`src/rtl/result_serializer_pkg.sv`:
```
// result_serializer_pkg
//   Shared definitions for the result serializer: default widths, frame
//   geometry and the FSM state encoding.
//   Ports: none (package).
package result_serializer_pkg;

    localparam int DATA_W_DEF = 16;  // accumulator width per result
    localparam int OUT_W_DEF  = 8;   // output byte-lane width
    localparam int NUM_WORDS  = 4;   // c00, c01, c10, c11

    typedef enum logic {
        ST_IDLE = 1'b0,
        ST_SEND = 1'b1
    } state_t;

endpackage

```
`src/rtl/result_serializer_frame_reg.sv`:
```
// result_serializer_frame_reg
//   Shadow register holding the frame currently being transmitted, with a
//   byte-select read mux. The frame is packed {c11, c10, c01, c00}, so byte k
//   of the transmit order lives at bits [k*OUT_W +: OUT_W] (LS byte of c00
//   first).
//   Ports:
//     clk, rst_n  : clock, synchronous active-low reset
//     load        : replace the shadow contents with load_frame
//     load_frame  : packed frame to load
//     byte_idx    : byte to present on byte_out
//     byte_out    : selected byte of the held frame
module result_serializer_frame_reg
    import result_serializer_pkg::*;
#(
    parameter int DATA_W = DATA_W_DEF,
    parameter int OUT_W  = OUT_W_DEF,
    parameter int IDX_W  = 3
) (
    input  logic                          clk,
    input  logic                          rst_n,
    input  logic                          load,
    input  logic [NUM_WORDS*DATA_W-1:0]   load_frame,
    input  logic [IDX_W-1:0]              byte_idx,
    output logic [OUT_W-1:0]              byte_out
);

    logic [NUM_WORDS*DATA_W-1:0] frame_q;
    logic [NUM_WORDS*DATA_W-1:0] frame_d;

    always_comb begin
        frame_d = frame_q;
        if (load) begin
            frame_d = load_frame;
        end
    end

    always_ff @(posedge clk) begin
        if (!rst_n) begin
            frame_q <= '0;
        end else begin
            frame_q <= frame_d;
        end
    end

    assign byte_out = frame_q[int'(byte_idx) * OUT_W +: OUT_W];

endmodule

```
`src/rtl/result_serializer.sv`:
```
// result_serializer
//   Captures the four 2x2 systolic-array results on a capture strobe and
//   streams them to the host as bytes: c00, c01, c10, c11, each LS byte first.
//   One frame is held in transmission (shadow register) and one more can wait
//   in a pending buffer, so back-to-back frames stream without idle cycles.
//
//   Handshake: a byte transfers on any rising edge where out_valid and
//   out_ready are both high. Once out_valid rises it stays high, and out_data
//   and out_last stay stable, until that transfer happens (or enable/rst_n
//   abort the frame).
//
//   Ports:
//     clk, rst_n          : clock, synchronous active-low reset
//     enable              : low aborts the current frame and flushes pending
//     capture             : 1-cycle strobe, c00..c11 hold a finished frame
//     c00, c01, c10, c11  : array results
//     out_ready           : host accepts out_data this cycle
//     clr_ovr             : clears the sticky overrun flag
//     out_data            : current byte (0 when not valid)
//     out_valid           : out_data valid
//     out_last            : final byte of frame
//     busy                : frame in flight or pending
//     overrun             : sticky, a capture was dropped
//     dbg_state           : current FSM state
module result_serializer
    import result_serializer_pkg::*;
#(
    parameter int DATA_W = DATA_W_DEF,
    parameter int OUT_W  = OUT_W_DEF
) (
    input  logic              clk,
    input  logic              rst_n,
    input  logic              enable,
    input  logic              capture,
    input  logic [DATA_W-1:0] c00,
    input  logic [DATA_W-1:0] c01,
    input  logic [DATA_W-1:0] c10,
    input  logic [DATA_W-1:0] c11,
    input  logic              out_ready,
    input  logic              clr_ovr,
    output logic [OUT_W-1:0]  out_data,
    output logic              out_valid,
    output logic              out_last,
    output logic              busy,
    output logic              overrun,
    output state_t            dbg_state
);

    localparam int BPW   = DATA_W / OUT_W;
    localparam int N     = NUM_WORDS * BPW;
    localparam int IDX_W = (N > 1) ? $clog2(N) : 1;
    localparam int FW    = NUM_WORDS * DATA_W;

    state_t             state_q,      state_d;
    logic [IDX_W-1:0]   byte_idx_q,   byte_idx_d;
    logic [FW-1:0]      pend_q,       pend_d;
    logic               pend_full_q,  pend_full_d;
    logic               overrun_q,    overrun_d;

    logic               load;
    logic [FW-1:0]      load_frame;
    logic [FW-1:0]      in_frame;
    logic [OUT_W-1:0]   frame_byte;
    logic               send;
    logic               hs;
    logic               at_last;

    assign in_frame = {c11, c10, c01, c00};
    assign send     = (state_q == ST_SEND);
    assign at_last  = (byte_idx_q == IDX_W'(N - 1));
    assign hs       = send & out_ready;

    always_comb begin
        state_d     = state_q;
        byte_idx_d  = byte_idx_q;
        pend_d      = pend_q;
        pend_full_d = pend_full_q;
        // Clear first so a same-cycle drop below wins over clr_ovr.
        overrun_d   = clr_ovr ? 1'b0 : overrun_q;
        load        = 1'b0;
        load_frame  = in_frame;

        if (!enable) begin
            // Abort: partial frame abandoned, pending flushed, overrun kept.
            state_d     = ST_IDLE;
            byte_idx_d  = '0;
            pend_full_d = 1'b0;
        end else begin
            unique case (state_q)
                ST_IDLE: begin
                    // Pending is always empty here, so capture goes straight
                    // to the shadow register.
                    if (capture) begin
                        load       = 1'b1;
                        byte_idx_d = '0;
                        state_d    = ST_SEND;
                    end
                end
                ST_SEND: begin
                    if (hs && at_last) begin
                        byte_idx_d = '0;
                        if (pend_full_q) begin
                            // Promote pending; a coincident capture refills it.
                            load        = 1'b1;
                            load_frame  = pend_q;
                            if (capture) begin
                                pend_d = in_frame;
                            end else begin
                                pend_full_d = 1'b0;
                            end
                        end else if (capture) begin
                            load = 1'b1;
                        end else begin
                            state_d = ST_IDLE;
                        end
                    end else begin
                        if (hs) begin
                            byte_idx_d = byte_idx_q + 1'b1;
                        end
                        if (capture) begin
                            if (!pend_full_q) begin
                                pend_d      = in_frame;
                                pend_full_d = 1'b1;
                            end else begin
                                overrun_d = 1'b1;
                            end
                        end
                    end
                end
                default: begin
                    state_d = ST_IDLE;
                end
            endcase
        end
    end

    always_ff @(posedge clk) begin
        if (!rst_n) begin
            state_q     <= ST_IDLE;
            byte_idx_q  <= '0;
            pend_q      <= '0;
            pend_full_q <= 1'b0;
            overrun_q   <= 1'b0;
        end else begin
            state_q     <= state_d;
            byte_idx_q  <= byte_idx_d;
            pend_q      <= pend_d;
            pend_full_q <= pend_full_d;
            overrun_q   <= overrun_d;
        end
    end

    result_serializer_frame_reg #(
        .DATA_W (DATA_W),
        .OUT_W  (OUT_W),
        .IDX_W  (IDX_W)
    ) u_frame_reg (
        .clk        (clk),
        .rst_n      (rst_n),
        .load       (load),
        .load_frame (load_frame),
        .byte_idx   (byte_idx_q),
        .byte_out   (frame_byte)
    );

    // Outputs decode directly from flops, so they change only at clock edges.
    assign out_valid = send;
    assign out_data  = send ? frame_byte : '0;
    assign out_last  = send & at_last;
    assign busy      = send | pend_full_q;
    assign overrun   = overrun_q;
    assign dbg_state = state_q;

endmodule
```
`config.mk`:
```
export PLATFORM = sky130hd
export DESIGN_NAME = result_serializer
export DESIGN_NICKNAME = d
export VERILOG_FILES = /design/src/rtl/result_serializer_pkg.sv /design/src/rtl/result_serializer_frame_reg.sv /design/src/rtl/result_serializer.sv
export SDC_FILE = /design/constraint.sdc
export NUM_CORES = 1
export LEC_CHECK = 0
export CORE_MARGIN = 2
export CORE_UTILIZATION = 61
export CTS_BUF_LIST = sky130_fd_sc_hd__clkbuf_4
export DETAILED_ROUTE_END_ITERATION = 16
export GPL_TIMING_DRIVEN = 0
export HOLD_SLACK_MARGIN = 0.15
export PLACE_DENSITY_LB_ADDON = 0.15
export SLEW_MARGIN = 5
export SYNTH_ARGS = -nofsm -noshare
export SYNTH_HDL_FRONTEND = slang
export SYNTH_SLANG_ARGS = --single-unit
```
`constraint.sdc`:
```
create_clock -name clk -period 5.1 [get_ports clk]
set_clock_uncertainty 0.05 [all_clocks]
set_input_delay 0.765 -clock clk [delete_from_list [all_inputs] [get_ports clk]]
set_output_delay 0.765 -clock clk [all_outputs]
set_load 0.01 [all_outputs]
```
==> summary.md <==
| Metric | Value |
|---|---|
| Maximum VDD drop | `just under 0.2 mV` |
| Synth Flop Type | `dfxtp_1` |
| FF-to-FF setup slack | `3.02 ns` |
| CTS tree | `yes` |
| DRC | `0` |
| R2R cell count | `7` |
| Post-synth EDFFs | `0` |
| Slew @ Worst Pin | `0.592 ns` |
| Pwr/cell area | `roughly 260 nW/µm²` |
| Setup TNS Final | `0 ns` |
| Total grt overflow | `0` |
| Postcts setup bufs | `0` |
| Synthesized flop and latch total | `134` |
| Initial antenna violation count | `0` |
| Hold WC Path Type | `flip-flop to flip-flop` |
| Wirelength, routed | `15800 µm` |
| Final hold vios | `0` |
| Hold_ws | `0.407 ns` |
| Vias in the first global route | `5086` |
| Critical Path Sink Type | `output port` |
| Post-CTS sizing | `0` |
| First drt pass iteration count | `5` |
| Die ar. | `~11000 µm²` |
| RSZ-0062 raised after global routing | `false` |
| Largest net degree at the start of global routing | `17` |
| Crit path required time | `4.28 ns` |
| Slew HR | `0.605` |
| DR vias | `approximately 5100` |
| Clock slew at reported path FFs | `~0.10 ns` |
| Final period util | `0.659` |
| Cts bufs inserted | `17` |
| Final Net Count | `between 700 and 800` |
| P_leak | `around 2.9 nW` |
| Placer Congestion | `just under 0.9` |
| CTS max path bufs | `2` |
| Max Fanout on Critical Path | `10` |
| # placed instances | `between 800 and 900` |
| CTS Sinks | `134` |
| Syn Nets | `between 600 and 700` |
| Seq/Total Area, Yosys | `0.444` |
| Vias/cell | `about 6.1` |
| Root Buffer | `clkbuf_4` |
| Total core area | `between 9000 and 10000 µm²` |
| 1st-iter DRT viols | `333` |
| WL/cell | `around 19 µm` |
| Die span in y | `~100 µm` |
| Worst r2r dst | `u_frame_reg.frame_q[10]` |
| GRT Overall Usage | `0.303` |
| FP Rows | `36` |
| Final setup fails | `0` |
| Worst setup path endpoint | `out_data[4]` |
| Async set or reset register ratio after synthesis | `0` |
| Syn Area/Cell | `between 10 and 15 µm²` |
| IO Port Bufs | `81` |
| Setup crit start | `byte_idx_q[1]` |
| Detailed Place HPWL | `11400 µm` |
| Hold-fix buffer count after cts | `0` |
| Layout cells sized above 1 | `0.111` |
| Crit path kind | `flip-flop to output port` |
| Unique cell type count in the Yosys netlist | `38` |
| Ports | `83` |
| Post-route ant nets | `0` |
| Slew Limit Fails | `0` |
| Area growth syn-to-layout | `19.8%` |
| Syn Inst Count | `between 500 and 600` |
| Hold path depth | `2` |
| Die Wd | `around 100 µm` |
| H-tree level count | `4` |
| Yosys warnings | `0` |
| Fin crit period | `around 3.4 ns` |
| Initial Utilization | `0.624` |
| Antenna Cells | `0` |
| Fmax | `just under 0.3 GHz` |
| Min-delay src | `pend_q[17]` |
| Status | `finished clean` |
| Max_cap viols | `0` |
| Synthesized area | `slightly above 6000 µm²` |
| CP startpoint kind | `flip-flop` |
| Reg-to-Reg Start | `byte_idx_q[0]` |
| First-pass GRT wire length | `25700 µm` |
| WP data arrival | `about 2.6 ns` |
| Non-filler cells in the finished layout | `between 800 and 900` |
| Clock Latency Late Sink | `approximately 0.54 ns` |
-- area by class of cell --
class	count	area, µm²
buffer	57	373
clock buffer	21	158
clock inverter	8	61.3
fill	696	2440
inverter	1	3.75
multi-input combinational	399	2990
sequential	134	2680
tap	133	166
timing repair buffer	81	811
-- metal layers --
layer | share of wire | up-vias | GRT usage
li1 | - | 2352 | -
met1 | 0.42 | 2506 | 0.395
met2 | 0.48 | 214 | 0.500
met3 | 0.080 | 27 | 0.0629
met4 | 0.019 | 0 | 0.113
met5 | 0 | - | 0
-- power breakdown --
group          total, mW  switching (mW)  internal (mW)
Sequential          1.10          0.0252           1.08
Combinational      0.208           0.101          0.107
Clock              0.604           0.357          0.247
Total               1.92           0.482           1.43
-- layout by cell type, fill, tap and decap left out, types with 2 or more instances in the layout --
master,netlist,final
mux4_2,8,8
clkbuf_1,18,18
buf_2,16,16
o2bb2ai_1,18,18
nand3_1,3,3
ha_1,2,2
a21oi_1,5,5
clkinv_2,0,4
buf_6,16,16
and2_1,3,3
a22oi_1,8,8
mux2i_1,99,99
and3_1,46,46
clkdlybuf4s50_1,0,81
a221o_1,46,46
buf_1,2,2
a21o_1,2,2
o211a_1,8,8
nand2_1,131,131
clkbuf_4,0,21
clkinv_1,0,3
nor2_1,3,3
dfxtp_1,134,134
buf_4,5,5
-- state kept, by name, indices dropped and copies added (netlist names) --
name,count
pend_full_q,1
dbg_state,1
pend_q,64
u_frame_reg.frame_q,64
byte_idx_q,3
overrun,1
-- per-stage QoR --
step / util / area [µm²] / total power [mW] / worst slack [ns]
final: 0.748 / 7240 / 1.92 / 1.74
after global routing: 0.748 / 7240 / 1.99 / 1.64
after CTS: 0.748 / 7240 / 1.91 / 1.74
after detailed placement: 0.725 / 7020 / 1.33 / 2.32
after global placement: 0.725 / 7020 / 1.32 / 2.35
after floorplan: - / 6040 / 1.22 / 2.92
-- critical path, stage by stage (launching register included) --
cell	delay (ns)
dfxtp_1	0.35
buf_2	0.22
buf_2	0.31
mux2i_1	0.12
a22oi_1	0.25
o211a_1	0.21
clkdlybuf4s50_1	0.56
-- cells by family (layout without fill, tap and decap cells) --
kind of cell,count (synthesis),in the layout,share of synthesized area
fa+ha+maj,2,2,0.00414
compound gates,94,94,0.143
simple gates,196,196,0.153
buf+inv,58,168,0.0623
mux,107,107,0.194
flops,134,134,0.444
-- synth_stat cells, drive strengths merged, types with 2 or more instances --
master / n / area share
a21boi: 2 / 0.0025
a21o: 2 / 0.0025
a21oi: 6 / 0.0056
a221o: 46 / 0.076
a22oi: 8 / 0.0099
and2: 3 / 0.0031
and3: 46 / 0.048
buf: 39 / 0.051
clkbuf: 18 / 0.011
dfxtp: 134 / 0.44
ha: 2 / 0.0041
mux2i: 99 / 0.16
mux4: 8 / 0.030
nand2: 131 / 0.081
nand3: 4 / 0.0041
nor2: 3 / 0.0019
o211a: 8 / 0.013
o2bb2ai: 18 / 0.026
-- worst min-delay path by stage --
| stage | end | slack (ns) |
|---|---|---|
| finish | pend_q[17] | 0.41 |
| global placement | pend_q[57] | 0.39 |
| floorplan | u_frame_reg.frame_q[20] | 0.38 |
| global route | pend_q[17] | 0.43 |
| CTS | pend_q[33] | 0.41 |
| detailed placement | pend_q[33] | 0.40 |
Note: power is estimated with default switching activity, not from simulation.
